--- src/rtl/pipe_stage_reg_pkg.sv ---
// Shared definitions for the inter-stage pipeline register: slot state
// encodings, per-cycle action decode and legacy control constants.
package pipe_stage_reg_pkg;

   // Legacy control constants carried over from define.v
   localparam logic        STOP       = 1'b1;
   localparam logic        NO_STOP    = 1'b0;
   localparam logic        RST_ENABLE = 1'b1;
   localparam logic [31:0] ZERO_WORD  = 32'h0000_0000;

   // Slot status as seen on the state output
   typedef enum logic [1:0] {
      ST_EMPTY = 2'd0,
      ST_RUN   = 2'd1,
      ST_HOLD  = 2'd2
   } slot_state_t;

   // What the slot does on a given (non-reset) cycle
   typedef enum logic [1:0] {
      ACT_FLUSH   = 2'd0,
      ACT_BUBBLE  = 2'd1,
      ACT_ADVANCE = 2'd2,
      ACT_HOLD    = 2'd3
   } slot_action_t;

   // Flush beats any stall; su=0 always advances (su=0/sd=1 is folded in here)
   function automatic slot_action_t decode_action(input logic flush,
                                                  input logic su,
                                                  input logic sd);
      slot_action_t act;
      if (flush)
         act = ACT_FLUSH;
      else if (su == NO_STOP)
         act = ACT_ADVANCE;
      else if (sd == STOP)
         act = ACT_HOLD;
      else
         act = ACT_BUBBLE;
      return act;
   endfunction

endpackage

--- src/rtl/pipe_stage_reg_sat_counter.sv ---
// Saturating up-counter with synchronous reset and clear.
module sat_counter
   import pipe_stage_reg_pkg::*;
#(
   parameter int unsigned W = 32
) (
   input  logic         clk,
   input  logic         rst,
   input  logic         clr,
   input  logic         inc,
   output logic [W-1:0] q
);

   // Count qualifying events, stick at all-ones, clear overrides increment
   always_ff @(posedge clk) begin
      if (rst == RST_ENABLE || clr)
         q <= '0;
      else if (inc && (q != '1))
         q <= q + 1'b1;
   end

endmodule

--- src/rtl/pipe_stage_reg.sv ---
// Parametrised pipeline register between stage STAGE and STAGE+1 with
// flush, held-slot status and saturating stall/bubble/flush counters.
module pipe_stage_reg
   import pipe_stage_reg_pkg::*;
#(
   parameter int unsigned          DATA_W     = 64,
   parameter int unsigned          STALL_W    = 6,
   parameter int unsigned          STAGE      = 1,
   parameter logic [DATA_W-1:0]    BUBBLE_VAL = DATA_W'(ZERO_WORD),
   parameter int unsigned          CNT_W      = 32
) (
   input  logic               clk,
   input  logic               rst,
   input  logic [STALL_W-1:0] stall,
   input  logic               flush,
   input  logic               in_valid,
   input  logic [DATA_W-1:0]  in_data,
   input  logic               cnt_clr,
   output logic               out_valid,
   output logic [DATA_W-1:0]  out_data,
   output logic [1:0]         state,
   output logic [CNT_W-1:0]   stall_cnt,
   output logic [CNT_W-1:0]   bubble_cnt,
   output logic [CNT_W-1:0]   flush_cnt
);

   if (STAGE + 1 >= STALL_W) begin : g_bad_stage
      $fatal(1, "pipe_stage_reg: STAGE+1 (%0d) must be below STALL_W (%0d)",
             STAGE + 1, STALL_W);
   end

   logic              su;
   logic              sd;
   slot_action_t      act;
   slot_state_t       state_q;
   slot_state_t       state_d;
   logic              valid_q;
   logic              valid_d;
   logic [DATA_W-1:0] data_q;
   logic [DATA_W-1:0] data_d;
   logic              hold_inc;
   logic              bubble_inc;
   logic              flush_inc;

   // Pick this slot's two bits out of the global stall vector
   always_comb begin
      su = 1'b0;
      sd = 1'b0;
      for (int unsigned i = 0; i < STALL_W; i++) begin
         if (i == STAGE)
            su = stall[i];
         if (i == STAGE + 1)
            sd = stall[i];
      end
   end

   // Next slot contents, status and counter events for this cycle
   always_comb begin
      act        = decode_action(flush, su, sd);
      state_d    = state_q;
      valid_d    = valid_q;
      data_d     = data_q;
      hold_inc   = 1'b0;
      bubble_inc = 1'b0;
      flush_inc  = 1'b0;
      case (act)
         ACT_FLUSH: begin
            valid_d   = 1'b0;
            data_d    = BUBBLE_VAL;
            state_d   = ST_EMPTY;
            flush_inc = valid_q;
         end
         ACT_BUBBLE: begin
            valid_d    = 1'b0;
            data_d     = BUBBLE_VAL;
            state_d    = ST_EMPTY;
            bubble_inc = 1'b1;
         end
         ACT_ADVANCE: begin
            valid_d = in_valid;
            data_d  = in_data;
            state_d = in_valid ? ST_RUN : ST_EMPTY;
         end
         ACT_HOLD: begin
            state_d  = valid_q ? ST_HOLD : ST_EMPTY;
            hold_inc = valid_q;
         end
         default: begin
            state_d = ST_EMPTY;
         end
      endcase
   end

   // Slot state, valid and payload registers
   always_ff @(posedge clk) begin
      if (rst == RST_ENABLE) begin
         state_q <= ST_EMPTY;
         valid_q <= 1'b0;
         data_q  <= BUBBLE_VAL;
      end else begin
         state_q <= state_d;
         valid_q <= valid_d;
         data_q  <= data_d;
      end
   end

   assign out_valid = valid_q;
   assign out_data  = data_q;
   assign state     = state_q;

   sat_counter #(.W(CNT_W)) u_stall_cnt (
      .clk (clk),
      .rst (rst),
      .clr (cnt_clr),
      .inc (hold_inc),
      .q   (stall_cnt)
   );

   sat_counter #(.W(CNT_W)) u_bubble_cnt (
      .clk (clk),
      .rst (rst),
      .clr (cnt_clr),
      .inc (bubble_inc),
      .q   (bubble_cnt)
   );

   sat_counter #(.W(CNT_W)) u_flush_cnt (
      .clk (clk),
      .rst (rst),
      .clr (cnt_clr),
      .inc (flush_inc),
      .q   (flush_cnt)
   );

endmodule

--- config.mk ---
export PLATFORM = sky130hd
export DESIGN_NAME = pipe_stage_reg
export DESIGN_NICKNAME = d
export VERILOG_FILES = /design/src/rtl/pipe_stage_reg_pkg.sv /design/src/rtl/pipe_stage_reg_sat_counter.sv /design/src/rtl/pipe_stage_reg.sv
export SDC_FILE = /design/constraint.sdc
export NUM_CORES = 1
export LEC_CHECK = 0
export ABC_AREA = 1
export ABC_CLOCK_PERIOD_IN_PS = 1560
export BUFFER_PORTS_ARGS = -buffer_cell sky130_fd_sc_hd__buf_2
export CAP_MARGIN = 10
export CORE_UTILIZATION = 47
export DETAILED_ROUTE_END_ITERATION = 7
export PLACE_DENSITY = 0.76
export SLEW_MARGIN = 20
export SYNTH_ARGS = -nofsm -noshare
export SYNTH_HDL_FRONTEND = slang
export SYNTH_SLANG_ARGS = --single-unit
--- constraint.sdc ---
create_clock -name clk -period 1.56 [get_ports clk]
set_input_delay 0.156 -clock clk [delete_from_list [all_inputs] [get_ports clk]]
set_output_delay 0.156 -clock clk [all_outputs]
set_load 0.01 [all_outputs]
==> results.cfg <==
[sta]
setup_viol = 63
whs_ns = -0.00109
fin_ws_ns = -0.146
skew_ns = 0.0126
worst_slew_pin_slew_ns = 0.706
fmax_mhz = 586
finalSetupTns_ns = -2.29
relSlewSlack_pct = 52.9
hold_violations = 1
fin_crit_sh_pct = 109
maxSlewViolCount = 0
layout_min_cycle_time_ns = 1.71
rsz0062_at_grt = true

[placed_design]
place_inst = 1796
io_buffers = 233
gp_congestion = 0.935
placed_area_um2 = 10500
dp_slack_ns = -0.0430
dp_hpwl_um = 18100

[critical_path]
critPathLaunch = u_bubble_cnt.q[1]$_SDFFE_PP0P_
path_depth = 10
crit_type = reg -> reg
critPathMaxFanout = 2
worst_ep_arrival_time_ns = 2.05
r2r_end = u_bubble_cnt.q[30]$_SDFFE_PP0P_
r2r_slack_ns = -0.15
crit_buf_inv = 2
endpoint = u_bubble_cnt.q[30]$_SDFFE_PP0P_
worstPathRequired_ns = 1.90
crit_path_end_kind = flip-flop
slowest_delay_ns = 0.35
reg2reg_depth = 10
crit_slowest_cell = dfxtp_2
crit_family = simple AND/OR/NAND/NOR gates
start_kind = flip-flop
crit_chain = ha_4 -> nand3_4 -> buf_4 -> buf_4 -> nor2_1 -> nand3_1 -> nor2_2 -> nand3_2 -> nand2_1 -> nor2_1
r2r-start = u_bubble_cnt.q[1]$_SDFFE_PP0P_

[cts]
cts_buffers = 17
cts_buffer_depth = 2
cts_num_sinks = 163
root_buffer = clkbuf_16
clk_latency_ns = 0.44
htree_levels = 4
path_clk_slew_ns = 0.07
cts_tree = built

[synthesis]
seq_area_frac_synth_pct = 39.8
synth_top_area_share_pct = 39.8
yosys-top-cells-area = dfxtp_1 (40%), nand2_1 (15%), nor2_1 (11%)
yosys_warnings = 0
ys.flop_type = dfxtp_1
syn_inst = 1269
synth_cell_types = 27
ys_ff_latch = 163
synth_fp_nets = 1347
netlist_area_um2 = 8200
synth_edf_count = 0
synth-async-reset-ratio_pct = 0
yosys.area.top_type = dfxtp_1
syn_avg_cell_area_um2 = 6.46

[power_and_ir_drop]
finalPower_mw = 9.22
pwr-share-seq_pct = 45.9
netSwitchingPower_mw = 2.31
p_clk_share_pct = 46.9
cellInternalPower_mw = 6.90
swShare_pct = 25.1
p_comb_share_pct = 7.2
power_density_nw_per_um2 = 721
p_leak_nw = 5.56
ir_drop_uv = 767

[route]
routed_wl_um = 30600
first_pass_iters = 7
drt-wirelength-per-cell_um = 16.0
ant_nets = 0
vias = 10302
drcViolationCount = 0
viasPerCell = 5.38
drt_iter0_drc = 856

[cells_and_area]
instances_no_fill = 1914
nNetsFinal = 1757
mostFrequentLayoutCell = nand2_1
final_cell_mix = nand2_1 (317), buf_2 (233), nor2_1 (198)
final_area_um2 = 12800
fill_cells = 1163
fin_util_pct = 76.0
drive_gt1_share_pct = 38.1
area_growth_pct = 56.0

[floorplanning]
fp.dieW_um = 134
die_area_um2 = 18000
ios = 238
core.rowCount = 47
die_h_um = 134
initial_core_util_pct = 48.7
core_area_um2 = 16800

[grt]
grt_pass1_wl_um = 43700
antenna_found_initial = 2
grt_overflow = 0
grt_pass1_vias = 9385
grt_max_degree = 68
grt_usage_pct = 30.1

[hold_path]
worstHoldStart = in_data[4]
hp-class = in -> reg

[run_status]
violations = negative hold slack, negative setup slack
outcome = finished, violations left

[flow_run]
cap_viol_max_count = 0
worst register-to-register path: stages (launching register included):
cell and delay [ns]:
dfxtp_2 0.35, ha_4 0.16, nand3_4 0.09, buf_4 0.16
buf_4 0.12, nor2_1 0.16, nand3_1 0.15, nor2_2 0.21
nand3_2 0.08, nand2_1 0.08, nor2_1 0.05
synthesized netlist by cell type, types with 5 or more instances:
master      n
dfxtp_1   163
clkbuf_1   30
nor2_1    240
buf_1       7
nand3b_1    5
buf_2      12
nand3_1   162
a21oi_2    16
nor2_4      6
nand4_1    18
nor3_1     12
nand3_2     7
a21oi_1   127
nand2_1   337
inv_2       7
nand2_2     6
inv_1      82
buf_6       5
nor2_2     12
area by class of cell:
type,count,area (um^2),area share [%]
Timing Repair Buffer,446,3230,25.3
Multi-Input combinational cell,962,5020,39.3
Clock inverter,15,169,1.32
Sequential cell,163,3320,26.0
Antenna cell,2,5.00,0.0391
Clock buffer,17,425,3.33
Tap cell,220,275,2.15
Inverter,89,339,2.65
registers in the layout, indices dropped and copies added (netlist names):
signal / flops
u_flush_cnt.q: 32
out_valid: 1
u_stall_cnt.q: 32
out_data: 64
u_bubble_cnt.q: 32
state: 2
worst min path at each step:
| stage | endpoint | slack [ns] | cells after the start |
|---|---|---|---|
| 2_1_floorplan | state[0]$_SDFF_PP0_ | 0.30 | 2 |
| 3_3_place_gp | out_data[34]$_SDFFE_PP0P_ | 0.41 | 3 |
| 3_5_place_dp | out_data[44]$_SDFFE_PP0P_ | 0.41 | 3 |
| 4_1_cts | out_data[4]$_SDFFE_PP0P_ | 0.0009 | 3 |
| 5_1_grt | out_data[45]$_SDFFE_PP0P_ | 0.02 | 3 |
| 6_report | out_data[4]$_SDFFE_PP0P_ | -0.001 | 3 |
routing by layer:
metal | vias to the layer above | track usage, % | wire length, um
met5 | - | 0 | 0
met1 | 4737 | 34.6 | 11600
li1 | 4921 | - | -
met4 | 0 | 14.3 | 1390
met2 | 514 | 52.6 | 15300
met3 | 130 | 7.07 | 2330
logic make-up after synthesis:
family	synth area share, %
buf+inv	7.28
simple gates	42.3
xor+xnor	0.534
fa+ha+maj	0.458
compound gates	9.59
flops	39.8
power by group through the flow:
stage	combinational, mW	sequential [mW]	clock [mW]
final	0.666	4.23	4.32
after detailed placement	0.509	4.33	0
after global placement	0.504	4.33	0
after CTS	0.632	4.24	4.34
after global routing	0.714	4.24	4.51
after floorplan	0.236	4.36	0
repair_timing:
item | in CTS | in global routing
resized for setup | 32 | 171
hold buffers | 62 | 0
pin swaps | 7 | 46
endpoints found under the hold margin | 62 | 0
buffers inserted | 3 | 8
endpoints found under the setup margin | 63 | 96
gates cloned | 3 | 10
(Power assumes the default switching activity.)
